**src/rtl/ibex_rf_cache_fill_ctrl.sv**
```systemverilog
// Refill sequencer for the operand register cache: on a tag miss it stalls the pipeline,
// reads the backing register SRAM for operand A and/or B and writes them into round-robin ways.
module ibex_rf_cache_fill_ctrl #(
    parameter int unsigned CACHE_LEN = 4,
    parameter int unsigned DataWidth = 32,
    localparam int unsigned CW       = $clog2(CACHE_LEN)
) (
    input  logic                 clk_i,
    input  logic                 rst_ni,
    input  logic                 miss_a_i,
    input  logic                 miss_b_i,
    input  logic [4:0]           raddr_a_i,
    input  logic [4:0]           raddr_b_i,
    input  logic                 we_i,
    input  logic [4:0]           waddr_i,
    input  logic [DataWidth-1:0] wdata_i,
    input  logic                 flush_i,
    output logic                 sram_re_o,
    output logic [4:0]           sram_addr_o,
    input  logic [DataWidth-1:0] sram_rdata_i,
    output logic                 fill_en_o,
    output logic [CW-1:0]        fill_way_o,
    output logic [4:0]           fill_tag_o,
    output logic [DataWidth-1:0] fill_data_o,
    output logic                 inval_o,
    output logic                 stall_o,
    output logic [15:0]          fill_cnt_o
);

    typedef enum logic [1:0] {
        IDLE,
        RD_A,
        RD_B
    } state_e;

    state_e        state_q;
    logic [CW-1:0] victim_q;
    logic [4:0]    addr_a_q;
    logic [4:0]    addr_b_q;
    logic          pend_b_q;
    logic          flush_pend_q;

    logic eff_a;
    logic eff_b;
    logic any_miss;
    logic do_inval;
    logic filling;

    // Register x0 is never cached, and a B miss on the same register as A rides on A's fill.
    assign eff_a    = miss_a_i & (raddr_a_i != 5'd0);
    assign eff_b    = miss_b_i & (raddr_b_i != 5'd0) & ~(eff_a & (raddr_b_i == raddr_a_i));
    assign any_miss = eff_a | eff_b;
    // A deferred flush owns the first IDLE cycle; new misses wait until it has gone out.
    assign do_inval = (state_q == IDLE) & (flush_pend_q | (flush_i & ~any_miss));
    assign filling  = (state_q != IDLE);

    always_comb begin
        // NOTE: every output gets a default first so no path through the case can infer a latch.
        sram_re_o   = 1'b0;
        sram_addr_o = 5'd0;
        fill_en_o   = 1'b0;
        fill_way_o  = '0;
        fill_tag_o  = 5'd0;
        fill_data_o = '0;
        inval_o     = 1'b0;
        stall_o     = 1'b0;
        if (rst_ni) begin
            case (state_q)
                IDLE: begin
                    inval_o = do_inval;
                    stall_o = any_miss;
                    if (!do_inval && any_miss) begin
                        sram_re_o   = 1'b1;
                        sram_addr_o = eff_a ? raddr_a_i : raddr_b_i;
                    end
                end
                RD_A, RD_B: begin
                    stall_o     = 1'b1;
                    fill_en_o   = 1'b1;
                    fill_way_o  = victim_q;
                    fill_tag_o  = (state_q == RD_B) ? addr_b_q : addr_a_q;
                    fill_data_o = (we_i && (waddr_i == fill_tag_o)) ? wdata_i : sram_rdata_i;
                    if (state_q == RD_A && pend_b_q) begin
                        sram_re_o   = 1'b1;
                        sram_addr_o = addr_b_q;
                    end
                end
                default: ;
            endcase
        end
    end

    // NOTE: sequential state uses non-blocking assignments so every flop samples pre-edge values.
    always_ff @(posedge clk_i or negedge rst_ni) begin
        if (!rst_ni) begin
            state_q      <= IDLE;
            victim_q     <= '0;
            addr_a_q     <= 5'd0;
            addr_b_q     <= 5'd0;
            pend_b_q     <= 1'b0;
            flush_pend_q <= 1'b0;
            fill_cnt_o   <= 16'd0;
        end else begin
            if (filling && fill_cnt_o != 16'hFFFF) begin
                fill_cnt_o <= fill_cnt_o + 16'd1;
            end
            case (state_q)
                IDLE: begin
                    if (do_inval) begin
                        victim_q     <= '0;
                        flush_pend_q <= 1'b0;
                    end else if (eff_a) begin
                        addr_a_q     <= raddr_a_i;
                        pend_b_q     <= eff_b;
                        if (eff_b) addr_b_q <= raddr_b_i;
                        flush_pend_q <= flush_i;
                        state_q      <= RD_A;
                    end else if (eff_b) begin
                        addr_b_q     <= raddr_b_i;
                        pend_b_q     <= 1'b0;
                        flush_pend_q <= flush_i;
                        state_q      <= RD_B;
                    end
                end
                RD_A: begin
                    victim_q <= victim_q + CW'(1);
                    pend_b_q <= 1'b0;
                    if (flush_i) flush_pend_q <= 1'b1;
                    state_q  <= pend_b_q ? RD_B : IDLE;
                end
                RD_B: begin
                    victim_q <= victim_q + CW'(1);
                    if (flush_i) flush_pend_q <= 1'b1;
                    state_q  <= IDLE;
                end
                default: state_q <= IDLE;
            endcase
        end
    end

endmodule

```
**config.mk**
```make
export PLATFORM = sky130hd
export DESIGN_NAME = ibex_rf_cache_fill_ctrl
export DESIGN_NICKNAME = d
export VERILOG_FILES = /design/src/rtl/ibex_rf_cache_fill_ctrl.sv
export SDC_FILE = /design/constraint.sdc
export NUM_CORES = 1
export LEC_CHECK = 0
export BUFFER_PORTS_ARGS = -buffer_cell sky130_fd_sc_hd__buf_4
export CAP_MARGIN = 20
export CORE_MARGIN = 1
export CORE_UTILIZATION = 41
export CTS_BUF_LIST = sky130_fd_sc_hd__clkbuf_2
export DETAILED_ROUTE_END_ITERATION = 16
export PLACE_DENSITY = 0.88
export SYNTH_ARGS = -nofsm -noshare
export SYNTH_HDL_FRONTEND = slang
export SYNTH_SLANG_ARGS = --single-unit
export TNS_END_PERCENT = 10
```
**constraint.sdc**
```tcl
create_clock -name clk_i -period 2.06 [get_ports clk_i]
set_input_delay 0.103 -clock clk_i [delete_from_list [all_inputs] [get_ports clk_i]]
set_output_delay 0.103 -clock clk_i [all_outputs]
set_load 0.1 [all_outputs]
```
# Yosys cells after proc, flatten, opt, wreduce, memory -nomap -nowiden

Index checks and enable logic that the tools add are counted.

Memories: 0
Output and inout bits: 64
Register bits: 32
Memory bits (read-only): 0
Bits in writable memories: 0
Latch bits: 0
Bits of input ports: 85
Logic and storage cells: 87

Bitwise logic cells: 11
Shifts and indexed selects: 0
Muxes and demuxes: 39
Add/sub/neg operators: 2
Reduce and logical (&&, ||, !) cells: 18
Eq/ne operators: 10
$lt $le $gt $ge: 0
Div/mod/pow operators: 0
Multiply operators: 0

Operator list:

| cell                                                | count |
|---|---|
| 2-to-1 mux 32 bit                                   | 3 |
| 2-to-1 mux 5 bit                                    | 7 |
| adder 16 x 1 -> 16 bit, second input constant       | 1 |
| inequality test 16 bit, second input constant       | 1 |
| 2-to-1 mux 1 bit                                    | 15 |
| 2-to-1 mux 2 bit                                    | 7 |
| AND reduction 3 bit                                 | 4 |
| equality test 5 bit                                 | 2 |
| one-hot mux 5 bit (2 select lines)                  | 1 |
| nonzero test 5 bit                                  | 2 |
| one-hot mux 1 bit (2 select lines)                  | 4 |
| one-hot mux 2 bit (2 select lines)                  | 2 |
| AND 1 bit                                           | 6 |
| nonzero test 2 bit                                  | 3 |
| logical AND 1 bit                                   | 4 |
| inequality test 2 bit, second input constant        | 2 |
| inequality test 4 bit, second input constant        | 1 |
| AND reduction 2 bit                                 | 2 |
| inequality test 3 bit, second input constant        | 1 |
| NOT 1 bit                                           | 3 |
| adder 2 x 1 -> 2 bit, second input constant         | 1 |
| equality test 2 x 1 -> 1 bit, second input constant | 1 |
| equality test 2 bit, second input constant          | 1 |
| zero test 2 bit                                     | 1 |
| 4 further kinds                                     | 5 |

# Longest topological paths before layout

Depth after elaboration: 15
Mapped depth: 10
Mapped depth without buffers: 7

# Least setup slack after synthesis

Ideal clock, no wire load.

Kind: flip-flop to output port
Start point: reg state_q[0]
End point: out fill_data_o[10]
Arrival time: 3302 ps
Path slack: -1345 ps
Stages on the path, launching flop included: 11
Path through: dfrtp_1 inv_1 ha_1 buf_6 mux2i_1 xor2_1 and2_1 clkbuf_1 clkbuf_1 nand3_1 a21oi_1

Longest elaborated chain between the ends: 7
Elaborated cells between the ends (all ways): 9
Classes of those cells: 3 x eq/ne; 4 x mux; 2 x reduce/logical

RTL lines:

| element                | line   | text |
|---|---|---|
| from (decl)            | 36     | `state_e state_q;` |
| from (signal assigned) | 129    | `state_q <= pend_b_q ? RD_B : IDLE;` |
| equality test 2 bit    | 68, 81 |  |
| 2-to-1 mux 5 bit       | 81     | `fill_tag_o = (state_q == RD_B) ? addr_b_q : addr_a_q;` |
| equality test 5 bit    | 82     | `fill_data_o = (we_i && (waddr_i == fill_tag_o)) ? wdata_i : sram_rdata_i;` |
| logical AND 1 bit      | 82     |  |
| 2-to-1 mux 32 bit      | 82     |  |
| 2-to-1 mux 32 bit *    | 68     | `case (state_q)` |
| 2-to-1 mux 32 bit *    | 67     | `if (rst_ni) begin` |
| to (decl)              | 24     | `output logic [DataWidth-1:0] fill_data_o,` |

Mark *: on every way between the ends. The rest lies on a longest branch, timed or not.

# Final worst setup path

Start point: reg state_q[0]
End point: out fill_data_o[13]

The elaborated chain is that of the path after synthesis.

==> parameters.txt <==
Parameter                              Value

Setup path
  Crit path kind ... reg -> out
  Crit path from ... state_q[0]
  Depth of the worst register-to-register path ... 7
  Crit-path max FO ... 8
  Data arrival time of the worst path ... 3.16 ns
  Worst reg2reg startpoint ... state_q[1]
  Setup slack on the worst flop-to-flop path ... -0.08 ns
  Slowest Stage Delay on Critical Path ... about 0.55 ns
  Nature of the critical path endpoint ... output port
  Library cell contributing the largest single delay on the critical path ... sky130_fd_sc_hd__or4_4
  Worst path buffer plus inverter count ... 4
  Crit path max-delay family ... buffers and inverters
  WP data required ... 1.96 ns
  Chain of cells forming the critical path ... inv_2 > ha_4 > buf_6 > mux2i_4 > xnor2_4 > buf_4 > or4_4 > o21ai_2 > a21oi_4 > buf_12
  Reg-to-Reg End ... pend_b_q
  Worst setup SP type ... flip-flop

Placement
  Input/output buffers ... 148
  Worst setup slack before clock tree synthesis ... -0.606 ns
  Final weighted congestion in routability-driven placement ... 0.813
  Detailed-placement wirelength estimate ... 7240 um

Synth
  Ranking of synthesized cells by area ... sky130_fd_sc_hd__dfrtp_1 (32%), sky130_fd_sc_hd__nand3_1 (8.1%), sky130_fd_sc_hd__a21oi_1 (6.9%)
  Most used DFF post-synth ... sky130_fd_sc_hd__dfrtp_1
  Area share of the largest cell type after synthesis ... 31.7%
  Gate count after technology mapping ... 305
  Number of distinct standard cells referenced by the synthesized netlist ... 41
  Synthesized Nets ... 395
  Fraction of registers with async set/reset ... 100%
  Post-Synthesis Cell Area ... 2530 sq um
  Cell type contributing the most total cell area after synthesis ... sky130_fd_sc_hd__dfrtp_1
  FF+latch count, synth ... 32
  Sequential fraction of the synthesis area ... 31.7%
  Mean post-synth cell area ... 8.28 sq um
  Warning count from the yosys run ... 0
  Number of synthesized flops with an enable pin ... 0

Timing
  Final setup skew ... 0.0322 ns
  RSZ-0062 raised after global routing ... yes
  Worst-Margin Slew ... 0.525 ns
  Final count of pins violating max slew ... 0
  Number of failing setup endpoints in the final timing report ... 54
  Post-layout worst setup margin ... -1.20 ns
  Maximum frequency from static timing analysis ... just over 300 MHz
  Final hold violation count ... 0
  Worst slew margin ... 64.8%
  Tmin final ... 3.26 ns
  Period utilisation layout ... 158%

Pwr
  Leakage ... ~2.3 nW
  Worst IR drop on VDD ... 1.64 mV
  Power density over the cells ... 1610 nW/um^2

Detailed routing
  1st-iter DRT viols ... ~630
  Count of unresolved DRC violations after routing ... 0
  Vias per cell ... 6.97
  Via count of the routed design ... 4009
  Number of iterations in the first detailed-routing pass ... 5
  Post-detailed-route count of antenna-violating nets ... 0
  Total wirelength of the detailed-routed design ... 17700 um
  Average routed wire per standard cell ... 30.8 um

Global route
  Via count of the first global-routing pass ... 3495
  Remaining global-route overflow ... 0
  Global-route total usage across every layer ... 38.0%
  Antenna violations before repair ... 1
  Pin count of the biggest net entering global routing ... 33
  First-pass GRT wire length ... 18300 um

Die
  Die area ... 6480 sq um
  Ports placed on the boundary ... about 150
  Standard cell core area ... 5920 sq um
  Die Y ... 80.5 um
  Initial cell density of the core ... 42.7%
  Die Wd ... 80.5 um
  Number of placement rows ... 28

Clock tree
  Clock tree from TritonCTS ... yes
  TritonCTS sink count ... 32
  Clk Latency, worst-skew pair ... roughly 0.4 ns
  Root buf cell ... sky130_fd_sc_hd__clkbuf_2
  Clk pin slew, worst setup/hold paths ... 0.18 ns
  Maximum clock insertion buffer count ... 2
  Deepest level of the CTS H-tree ... 2
  Num CTS Buffers ... 5

Run status
  Status ... complete, but fails checks
  Violated checks ... negative setup slack

Min path
  Type of the most critical hold path ... in -> reg
  End point of the most critical hold path ... addr_b_q[3]
  Launch instance of the worst min-delay path ... raddr_b_i[3]
  Cell depth of the worst min-delay path ... 2

Final layout
  Area growth syn-to-layout ... 123%
  Layout cell share with drive strength beyond 1 ... 65.9%
  Final layout net count ... 588
  Utilization after layout ... 95.2%

Flow run
  Max-cap check violation count ... 0
-- report_power, final --
part	internal (mW)	switching, mW
Clock	0.0909	0.251
Combinational	2.73	4.88
Sequential	0.839	0.318
Total	3.66	5.45
-- how the worst max path moves through the flow --
| stage | end | depth (start not counted) |
|---|---|---|
| 6_report | fill_data_o[13] | 10 |
| 5_1_grt | fill_data_o[17] | 10 |
| 4_1_cts | fill_data_o[15] | 9 |
| 3_5_place_dp | fill_data_o[6] | 9 |
| 3_3_place_gp | fill_data_o[21] | 9 |
| 2_1_floorplan | fill_cnt_o[15] | 7 |
-- metal layers --
metal / global-route usage (%) / vias to the layer above / wire [um]
met5: 0 / - / 10
met4: 23.9 / 2 / 1810
met3: 9.77 / 184 / 2340
met2: 65.1 / 415 / 7840
met1: 41.4 / 1907 / 5700
li1: - / 1501 / -
-- placed cells by master (no fill, tap or decap), types with 6 or more instances in the layout --
cell type                       count
sky130_fd_sc_hd__buf_4            137
sky130_fd_sc_hd__buf_12            36
sky130_fd_sc_hd__dfrtp_1           32
sky130_fd_sc_hd__a21oi_4           31
sky130_fd_sc_hd__o21ai_2           20
sky130_fd_sc_hd__nand3_4           16
sky130_fd_sc_hd__nand3_1           16
sky130_fd_sc_hd__buf_6             16
sky130_fd_sc_hd__nand2_1           15
sky130_fd_sc_hd__nor2_1            13
sky130_fd_sc_hd__o21ai_1           12
sky130_fd_sc_hd__xnor2_1           12
sky130_fd_sc_hd__mux2_2            11
sky130_fd_sc_hd__xor2_1             9
sky130_fd_sc_hd__nand3_2            9
sky130_fd_sc_hd__dlygate4sd3_1      9
sky130_fd_sc_hd__clkbuf_2           7
sky130_fd_sc_hd__and3_1             6
sky130_fd_sc_hd__a2bb2oi_1          6
-- cells in the mapped netlist (all sizes together), types with 4 or more instances --
library cell / n
buf: 7
dfrtp: 32
clkbuf: 14
nand4: 4
a2bb2oi: 6
o21ai: 40
o21a: 4
nor2: 18
mux2i: 10
nand3: 41
a21oi: 36
ha: 5
nand2: 16
xnor2: 16
and3: 7
mux2: 11
xor2: 9
-- cell type report --
class	instances	area, sq um
clock buffers	7	35.0
fillers	138	284
inverters	3	11.3
multi-input cells	251	2530
flip-flops and latches	32	801
clock inverters	1	3.75
diodes	1	2.50
well taps	75	93.8
repair buffers	205	2160
-- logic make-up after synthesis --
group,synth area share (%)
mux,9.01
compound gates,21.9
fa+ha+maj,2.48
xor+xnor,8.67
simple gates,21.3
buf+inv,4.90
flops,31.7
-- metrics by stage --
step | instances | TNS (ns) | hold slack [ns] | instance area, sq um | power (mW)
3_3_place_gp | 541 | -15.74 | -0.00796 | 4360 | 6.36
2_1_floorplan | 305 | -26.65 | -0.193 | 2970 | 5.08
4_1_cts | 567 | -30.14 | 0.00474 | 5050 | 7.64
6_report | 575 | -35.27 | 0.00817 | 5640 | 9.10
5_1_grt | 574 | -41.94 | -0.0189 | 5630 | 9.34
3_5_place_dp | 541 | -18.14 | -0.00741 | 4360 | 6.49
-- registers in the layout (all words and copies together), names as in the netlist --
name          flops
fill_cnt_o       16
addr_a_q          5
addr_b_q          5
state_q           2
victim_q          2
flush_pend_q      1
pend_b_q          1
-- what timing repair did --
action / CTS / global route
hold endpoints to repair: 40 / 0
cloned: 4 / 2
hold buffers: 9 / 0
pin swaps: 8 / 26
buffers inserted: 6 / 7
endpoints found under the setup margin: 47 / 54
gates resized for setup: 108 / 110
(Power assumes the default switching activity.)
